==> config.mk <==
export PLATFORM = sky130hd
export DESIGN_NAME = idct_transpose_ctrl
export DESIGN_NICKNAME = d
export VERILOG_FILES = /design/src/rtl/idct_transpose_ctrl.sv
export SDC_FILE = /design/constraint.sdc
export NUM_CORES = 1
export LEC_CHECK = 0
export ABC_AREA = 1
export CORE_ASPECT_RATIO = 0.9
export CORE_MARGIN = 5
export CORE_UTILIZATION = 32
export DETAILED_ROUTE_END_ITERATION = 12
export DONT_BUFFER_PORTS = 1
export SYNTH_ARGS = -nofsm -noshare
export SYNTH_HDL_FRONTEND = slang
export SYNTH_SLANG_ARGS = --single-unit
==> constraint.sdc <==
create_clock -name clk -period 1.84 [get_ports clk]
set_input_delay 0.368 -clock clk [delete_from_list [all_inputs] [get_ports clk]]
set_output_delay 0.368 -clock clk [all_outputs]
set_load 0.01 [all_outputs]
==> src/rtl/idct_transpose_ctrl.sv <==
// -----------------------------------------------------------------------------
// idct_transpose_ctrl
//
// Purpose: buffer controller sitting between the two 1-D IDCT passes. It fills
// an external 64x16 buffer with one 8x8 block in row-major order, then drains
// it through a 2-entry output FIFO, either in the same order or transposed
// (column-major).
//
// Build option: define TRANSPOSE_EN for column-major (transposed) read order.
// Without it the block passes through in row-major order; timing is identical.
//
// Ports:
//   clk             clock, all logic on the rising edge
//   rst_b           synchronous active-low reset
//   in_valid        upstream coefficient valid
//   in_data[15:0]   upstream coefficient, row-major order
//   in_ready        block accepts in_data this cycle (high while filling)
//   out_valid       output word valid
//   out_data[15:0]  output word
//   out_last        marks the 64th word of a block
//   out_ready       downstream accepts out_data this cycle
//   mem_addr[5:0]   buffer address
//   mem_data_in     buffer write data (0 whenever not writing)
//   mem_write_read  buffer mode: 0 write, 1 read
//   mem_data_out    buffer read data, valid one cycle after a read is issued
//
// The buffer reads (and clears) whatever address it sees whenever
// mem_write_read=1, so idle cycles must point at a harmless address: while
// filling that is the next address to be written, while draining it is the
// last address already read.
// -----------------------------------------------------------------------------
module idct_transpose_ctrl (
  input  logic        clk,
  input  logic        rst_b,
  input  logic        in_valid,
  input  logic [15:0] in_data,
  output logic        in_ready,
  output logic        out_valid,
  output logic [15:0] out_data,
  output logic        out_last,
  input  logic        out_ready,
  output logic [5:0]  mem_addr,
  output logic [15:0] mem_data_in,
  output logic        mem_write_read,
  input  logic [15:0] mem_data_out
);

  typedef enum logic {
    ST_WRITE = 1'b0,
    ST_READ  = 1'b1
  } state_t;

  state_t      state_reg;
  logic [5:0]  wcnt_reg;
  logic [6:0]  rcnt_reg;          // bit 6 set once all 64 reads are issued
  logic [5:0]  last_raddr_reg;
  logic        inflight_reg;      // a read was issued last cycle
  logic        inflight_last_reg; // ...and it was the 64th of the block
  logic        rd_ptr_reg;
  logic        wr_ptr_reg;
  logic [1:0]  count_reg;         // FIFO occupancy, 0..2

  logic        accept;
  logic        pop;
  logic        push;
  logic        issue;
  logic [1:0]  pending;
  logic [5:0]  raddr_cur;
  logic [15:0] head_data;
  logic        head_last;

  // Read-order mapping from read count to buffer address.
  function automatic logic [5:0] raddr(input logic [5:0] idx);
`ifdef TRANSPOSE_EN
    return {idx[2:0], idx[5:3]};
`else
    return idx;
`endif
  endfunction

  assign in_ready  = (state_reg == ST_WRITE);
  assign accept    = in_ready && in_valid;
  assign out_valid = (count_reg != 2'd0);
  assign pop       = out_valid && out_ready;
  assign push      = inflight_reg;
  assign raddr_cur = raddr(rcnt_reg[5:0]);

  // Slots that will be in use next cycle if nothing new is issued. Counting
  // the pop this cycle is what lets reads issue back-to-back at 1 word/cycle.
  assign pending = count_reg + {1'b0, inflight_reg} - {1'b0, pop};
  assign issue   = (state_reg == ST_READ) && !rcnt_reg[6] && (pending < 2'd2);

  // Buffer port: write only on an accepted beat; otherwise always a read.
  assign mem_write_read = !accept;
  assign mem_data_in    = accept ? in_data : 16'd0;
  assign mem_addr       = (state_reg == ST_WRITE) ? wcnt_reg :
                          (issue ? raddr_cur : last_raddr_reg);

  // Two FIFO entries, each captured directly from the buffer return port.
  genvar gi;
  generate
    for (gi = 0; gi < 2; gi++) begin : g_fifo
      logic [15:0] entry_data_reg;
      logic        entry_last_reg;

      always_ff @(posedge clk) begin
        if (!rst_b) begin
          entry_data_reg <= 16'd0;
          entry_last_reg <= 1'b0;
        end else if (push && (wr_ptr_reg == 1'(gi))) begin
          entry_data_reg <= mem_data_out;
          entry_last_reg <= inflight_last_reg;
        end
      end
    end
  endgenerate

  assign head_data = rd_ptr_reg ? g_fifo[1].entry_data_reg : g_fifo[0].entry_data_reg;
  assign head_last = rd_ptr_reg ? g_fifo[1].entry_last_reg : g_fifo[0].entry_last_reg;
  assign out_data  = out_valid ? head_data : 16'd0;
  assign out_last  = out_valid && head_last;

  always_ff @(posedge clk) begin
    if (!rst_b) begin
      state_reg         <= ST_WRITE;
      wcnt_reg          <= 6'd0;
      rcnt_reg          <= 7'd0;
      last_raddr_reg    <= 6'd0;
      inflight_reg      <= 1'b0;
      inflight_last_reg <= 1'b0;
      rd_ptr_reg        <= 1'b0;
      wr_ptr_reg        <= 1'b0;
      count_reg         <= 2'd0;
    end else begin
      inflight_reg      <= issue;
      inflight_last_reg <= issue && (rcnt_reg[5:0] == 6'd63);
      if (issue) begin
        rcnt_reg       <= rcnt_reg + 7'd1;
        last_raddr_reg <= raddr_cur;
      end
      if (push) wr_ptr_reg <= ~wr_ptr_reg;
      if (pop)  rd_ptr_reg <= ~rd_ptr_reg;
      count_reg <= count_reg + {1'b0, push} - {1'b0, pop};

      case (state_reg)
        ST_WRITE: begin
          if (accept) begin
            wcnt_reg <= wcnt_reg + 6'd1;
            if (wcnt_reg == 6'd63) begin
              state_reg <= ST_READ;
              wcnt_reg  <= 6'd0;
            end
          end
        end
        ST_READ: begin
          // Last word leaving: nothing is in flight and the FIFO holds only
          // this word, so a clean restart of the read side is safe.
          if (pop && head_last) begin
            state_reg  <= ST_WRITE;
            rcnt_reg   <= 7'd0;
            rd_ptr_reg <= 1'b0;
            wr_ptr_reg <= 1'b0;
            count_reg  <= 2'd0;
          end
        end
        default: state_reg <= ST_WRITE;
      endcase
    end
  end

endmodule

==> impl_metrics.tcl, run 1 <==
set metrics [dict create \
    outcome "finished, violations left" \
    violations "negative setup slack" \
    timing.critical_path.required_ps 1470 \
    combinational_family_with_the_most_area_after_synthesis "simple AND/OR/NAND/NOR gates" \
    place.gp.congestion 0.816 \
    grt_setup_unrepaired "yes" \
    final_layout_size_suffix_gt1_share_pct 18.5 \
    route.detailed.drc 0 \
    setup_violations 6 \
    setup_ws_ps -159 \
    worst-endpoint-arrival_ps 1630 \
    postCtsHoldBufs 0 \
    yosys.area_share.simple_pct 31.5 \
    num_vias 2684 \
    peakVddDrop_mv 0.315 \
    category_of_the_critical_setup_timing_path "reg -> out" \
    power_w 0.00240 \
    port_buffers 0 \
    timing.hold.ws_ps 166 \
    vias_cell 4.78 \
    synth_xor_xnor_area_share_pct 1.84 \
    clk-insertion-delay-late_ps 330 \
    timing.final.crit_share_pct 109 \
    fp-row-count 32 \
    floorplan.core_area_um2 8650 \
    cts.sink_count 60 \
    synthesis.area_um2 2860 \
    insertedDiodeCount 0 \
    tritoncts "built" \
    synth_seq_area_share_pct 42.0 \
    critical_path.slowest_cell "sky130_fd_sc_hd__dfxtp_2" \
    fin_skew_ps 10.1 \
    count_of_cell_types_in_the_netlist 24 \
    cp_cell_sequence "inv_2 > nand3_2 > o21ai_2 > ha_2 > inv_2 > nand2_2 > nand2_4 > nand3_1 > nand3_2 > nand2_2" \
    drt_wl_total_um 7520 \
    slew_violations 0 \
    critical_path.n_buffers_inverters 2 \
    dpl.cell_count 539 \
    syn_area_per_cell_um2 6.72 \
    top_level_ports 78 \
    via_count_of_the_first_global_routing_pass 2453 \
    grt_total_usage_pct 13.8 \
    final_antenna_net_count 0 \
    grt_overflow_total 0 \
    cp-end-kind "output pin" \
    synthesis.instances 426 \
    layout.cells.most_common "sky130_fd_sc_hd__nor2_1" \
    first_pass_grt_wire_length_um 12000 \
    synth.yosys.warnings 0 \
    detailedRoute.firstPassIterationCount 5 \
    static-leakage-power_nw 1.37 \
    post_synthesis_adder_cell_area_fraction_pct 2.19 \
    layout_common_cells "107 x sky130_fd_sc_hd__nor2_1, 64 x sky130_fd_sc_hd__nand2_1, 58 x sky130_fd_sc_hd__dfxtp_1, 40 x sky130_fd_sc_hd__inv_1, 38 x sky130_fd_sc_hd__o21ai_0" \
    worst_hold_path_type "in -> reg" \
    synth.net_count 467 \
    instances_no_fill 562 \
    grt_antenna_before_repair 0 \
    worst_slew_margin_rel_pct 66.6 \
    synth_compound_area_share_pct 12.5 \
    dp_slack_ps -45.9 \
    root_buffer "sky130_fd_sc_hd__clkbuf_8" \
    synth-seq-cells 60 \
    muxShareOfSynthArea_pct 0 \
    finalSetupTns_ps -871 \
    cap_viol_max_count 0 \
    cpPeakStageDelay_ps 330 \
    final_hold_viol_count 0 \
    layout-area-overhead-vs-synth_pct 17.7 \
    critical_path_peak_fanout 8 \
    die_h_um 99.7 \
    max_freq_ghz 0.500 \
    grt_start_max_net_pins 40 \
    dp_hpwl_um 5140 \
    path_clk_slew_ps 70 \
    clk_path_buf_depth 2 \
    drt_iter0_drc 148 \
    clock_tree.htree_level_count 3 \
    die_width_um 110 \
    timing.critical_path.from_type "flop" \
    avgRoutedWirePerCell_um 13.4 \
    cellPowerDensity_nw_per_um2 712 \
    nets 479 \
    cpLargestDelayFamily "simple AND/OR/NAND/NOR gates" \
    tightest_slew_ps 500 \
    initial_utilization_pct 33.1 \
    tritoncts.num_buffers 9 \
    dieArea_um2 10900 \
    largest_register_ffs 32 \
    clock_period_minus_final_worst_setup_slack_ps 2000 \
]
## metal layers
metal	global-route usage, %	routed length [µm]	vias up
li1	-	-	1349
met1	17.6	3430	1236
met2	22.0	3430	85
met3	4.41	534	14
met4	4.60	125	0
met5	0	0	-
## power breakdown
part	internal, W	switching (W)
combinational	0.0000178	0.0000496
sequential	0.00130	0.00000475
clock	0.000521	0.000504
## layout make-up
cell class,instances,area (µm²)
inverters,46,175
repair buffers,22,178
clock inverters,4,25.0
clock buffers,12,145
flip-flops and latches,60,1210
multi-input cells,299,1490
well taps,119,149
fillers,931,5280
## cells in the mapped netlist
cell type                  instances  area [µm²]
sky130_fd_sc_hd__clkbuf_1          9        33.8
sky130_fd_sc_hd__nand2_1          78         293
sky130_fd_sc_hd__nand4_1           1        6.26
sky130_fd_sc_hd__a21oi_1          20         100
sky130_fd_sc_hd__nor2_1          107         402
sky130_fd_sc_hd__clkinv_1          2        7.51
sky130_fd_sc_hd__nand3_2           2        20.0
sky130_fd_sc_hd__dfxtp_1          60        1200
sky130_fd_sc_hd__nand3_1          27         135
sky130_fd_sc_hd__o21ai_1           2        10.0
sky130_fd_sc_hd__buf_2             7        35.0
sky130_fd_sc_hd__ha_1              5        62.6
sky130_fd_sc_hd__inv_2             1        3.75
sky130_fd_sc_hd__buf_4             2        15.0
sky130_fd_sc_hd__clkbuf_2          1        5.00
sky130_fd_sc_hd__inv_4             1        6.26
sky130_fd_sc_hd__o21ai_0          39         195
sky130_fd_sc_hd__nor3_1            2        10.0
sky130_fd_sc_hd__a21oi_2           6        52.6
sky130_fd_sc_hd__inv_1            42         158
sky130_fd_sc_hd__xor2_1            6        52.6
sky130_fd_sc_hd__buf_6             2        22.5
sky130_fd_sc_hd__nor2_4            2        22.5
sky130_fd_sc_hd__nand2_2           2        12.5
## final timing paths
| path | start | to | slack (ps) | cells after the start |
|---|---|---|---|---|
| worst max-delay path | count_reg[0] | mem_addr[0] | -160 | 10 |
| worst min-delay path | rst_b | g_fifo[1].entry_data_reg[8] | 170 | 2 |
| worst max register to register | count_reg[0] | rcnt_reg[5] | 110 | 12 |
| worst min register to register | g_fifo[1].entry_last_reg | g_fifo[1].entry_last_reg | 470 | 2 |
## cell families after synthesis
family / count (synthesis)
and+or+nand+nor: 221
AOI/OAI and AO/OA: 67
buffers and inverters: 67
DFF: 60
xor gates and xnor gates: 6
adders and majority gates: 5
## repair_timing
action,4_1_cts,5_1_grt
resized for setup,26,11
pin swaps,8,8
cloned,0,0
endpoints found under the setup margin,8,9
buffers inserted,4,3
## per-stage QoR
step / util [%] / area, µm²
after floorplan: - / 2860
after global placement: 34.8 / 3010
after detailed placement: 34.8 / 3010
after CTS: 38.1 / 3290
after global routing: 38.9 / 3370
final: 38.9 / 3370
Note: power is estimated with default switching activity, not from simulation.
==> run 2: changes to the inputs <==
--- a/constraint.sdc
+++ b/constraint.sdc
@@ -3,2 +3,2 @@
 set_output_delay 0.368 -clock clk [all_outputs]
-set_load 0.01 [all_outputs]
+set_load 0.1 [all_outputs]
==> run 2 against run 1 <==
Compared with the run above: the flow still finishes with violations (negative setup slack); combinational power grew to 5.5 times the previous value; via count is 7.8% higher; total power is 12% higher; critical path type unchanged; largest cell class unchanged.
==> impl_metrics.tcl, run 2 (same netlist as run 1, synthesis figures left out) <==
set metrics [dict create \
    outcome "finished, violations left" \
    violations "negative setup slack" \
    port_buffers 0 \
    grt_antenna_before_repair 0 \
    tightest_slew_ps 549 \
    regToRegSetupSlack_ps 200 \
    clock_tree.htree_level_count 3 \
    route.detailed.drc 0 \
    final_hold_viol_count 0 \
    finalSetupTns_ps -1790 \
    grt_start_max_net_pins 40 \
    setup_ws_ps -330 \
    setup_violations 6 \
    cellPowerDensity_nw_per_um2 576 \
    num_vias 2894 \
    layout_common_cells "90 x sky130_fd_sc_hd__nor2_1, 64 x sky130_fd_sc_hd__nand2_1, 56 x sky130_fd_sc_hd__dfxtp_1, 40 x sky130_fd_sc_hd__buf_12, 39 x sky130_fd_sc_hd__inv_1" \
    cp_cell_sequence "inv_2 > nand3_2 > o21ai_2 > ha_2 > nand3_1 > nand2_4 > nand3_2 > nand3_2 > nand2_4 > buf_12" \
    avgRoutedWirePerCell_um 14.1 \
    place.gp.congestion 0.831 \
    clock_period_minus_final_worst_setup_slack_ps 2170 \
    static-leakage-power_nw 1.80 \
    grt_setup_unrepaired "yes" \
    cap_viol_max_count 0 \
    timing.critical_path.from_type "flop" \
    tritoncts.num_buffers 9 \
    tritoncts "built" \
    dp_hpwl_um 5950 \
    instances_no_fill 611 \
    vias_cell 4.74 \
    post_route_core_utilization_pct 54.0 \
    critical_path.slowest_cell "sky130_fd_sc_hd__dfxtp_2" \
    peakVddDrop_mv 0.323 \
    fp-row-count 32 \
    grt_overflow_total 0 \
    final_antenna_net_count 0 \
    insertedDiodeCount 0 \
    timing.critical_path.required_ps 1470 \
    via_count_of_the_first_global_routing_pass 2853 \
    grt_total_usage_pct 16.3 \
    first_pass_grt_wire_length_um 14100 \
    critical_path_peak_fanout 7 \
    layout-area-overhead-vs-synth_pct 63.2 \
    cts.sink_count 60 \
    clk_path_buf_depth 2 \
    worst_hold_path_type "in -> reg" \
    power_w 0.00269 \
    timing.final.crit_share_pct 118 \
    worst_slew_margin_rel_pct 63.2 \
    dieArea_um2 10900 \
    layout.cells.most_common "sky130_fd_sc_hd__nor2_1" \
    die_width_um 110 \
    top_level_ports 78 \
    drt_wl_total_um 8640 \
    drt_iter0_drc 203 \
    final_layout_size_suffix_gt1_share_pct 33.9 \
    layout.cell_area.non_filler_um2 4670 \
    post_place_cell_area_um2 4240 \
    clk-insertion-delay-late_ps 330 \
    path_clk_slew_ps 60 \
    floorplan.core_area_um2 8650 \
    initial_utilization_pct 33.1 \
    nets 528 \
    worst-endpoint-arrival_ps 1800 \
    detailedRoute.firstPassIterationCount 5 \
    root_buffer "sky130_fd_sc_hd__clkbuf_8" \
    cpPeakStageDelay_ps 320 \
    fin_skew_ps 4.37 \
    cp-end-kind "output pin" \
    largest_register_ffs 32 \
    cpLargestDelayFamily "simple AND/OR/NAND/NOR gates" \
    category_of_the_critical_setup_timing_path "reg -> out" \
    slew_violations 0 \
    dpl.cell_count 583 \
    max_freq_ghz 0.461 \
    die_h_um 99.7 \
    critical_path.most_common_cell "sky130_fd_sc_hd__nand3_2" \
    critical_path.n_buffers_inverters 2 \
]
-- run 2: cell types whose count changed in the layout (fill, tap and decap cells not counted), sizes merged --
cell	delta
buf	+49
clkbuf	+2
clkinvlp	-2
-- run 2: timing repair --
action                                  4_1_cts  5_1_grt
setup buffers                                 7        4
pin swaps                                     9        4
hold buffers                                  0        0
endpoints found under the setup margin       37       24
gates resized for setup                      29       12
cloned                                        2        0
-- run 2: worst paths after layout --
check	cells past startpoint	startpoint	end
worst max-delay path	10	count_reg[0]	mem_addr[5]
worst min-delay path	2	mem_data_out[2]	g_fifo[1].entry_data_reg[2]
worst max register to register	11	count_reg[1]	rcnt_reg[5]
worst min register to register	2	g_fifo[1].entry_last_reg	g_fifo[1].entry_last_reg
-- run 2: power by group --
part	leakage [nW]	total (W)	switching, W	internal (W)
Sequential	0.486	0.00131	0.00000459	0.00130
Combinational	1.23	0.000373	0.000253	0.000120
Clock	0.0844	0.00101	0.000486	0.000523
Total	1.80	0.00269	0.000744	0.00194
-- run 2: cell type report --
| cell class | count | area, µm² |
|---|---|---|
| clock inverters | 2 | 10.0 |
| clock buffers | 14 | 153 |
| fillers | 782 | 3980 |
| inverters | 46 | 189 |
| flip-flops and latches | 60 | 1210 |
| multi-input cells | 299 | 1880 |
| well taps | 119 | 149 |
| repair buffers | 71 | 1080 |
-- run 2: metal layers --
metal | global-route usage [%] | routed length (µm) | part of all wire [%] | up-vias
li1 | - | - | - | 1451
met1 | 20.8 | 3810 | 44 | 1341
met2 | 26.0 | 4180 | 48 | 90
met3 | 4.09 | 501 | 5.8 | 12
met4 | 6.62 | 151 | 1.7 | 0
met5 | 0 | 0 | 0 | -
-- run 2: metrics by stage --
step | setup slack [ps] | hold WS (ps)
5_1_grt | -412 | 159
3_3_place_gp | 0.829 | 440
2_1_floorplan | -46.2 | 433
6_report | -330 | 170
3_5_place_dp | -36.7 | 454
4_1_cts | -306 | 154
-- run 2: worst reg2reg max path, cell delays in order, from the launching register on --
cell,delay [ps]
sky130_fd_sc_hd__dfxtp_4,350
sky130_fd_sc_hd__buf_6,120
sky130_fd_sc_hd__nor2_4,160
sky130_fd_sc_hd__buf_6,130
sky130_fd_sc_hd__buf_4,100
sky130_fd_sc_hd__inv_2,40
sky130_fd_sc_hd__nand2_2,70
sky130_fd_sc_hd__nor2_1,50
sky130_fd_sc_hd__nand2_1,60
sky130_fd_sc_hd__nand2_1,170
sky130_fd_sc_hd__buf_4,230
sky130_fd_sc_hd__a21oi_2,100
==> run 3: changes to the inputs <==
CAP_MARGIN = 0   (was unset)
==> results of run 3 <==
No change in the layout: final DEF, timing and power equal those of run 2.
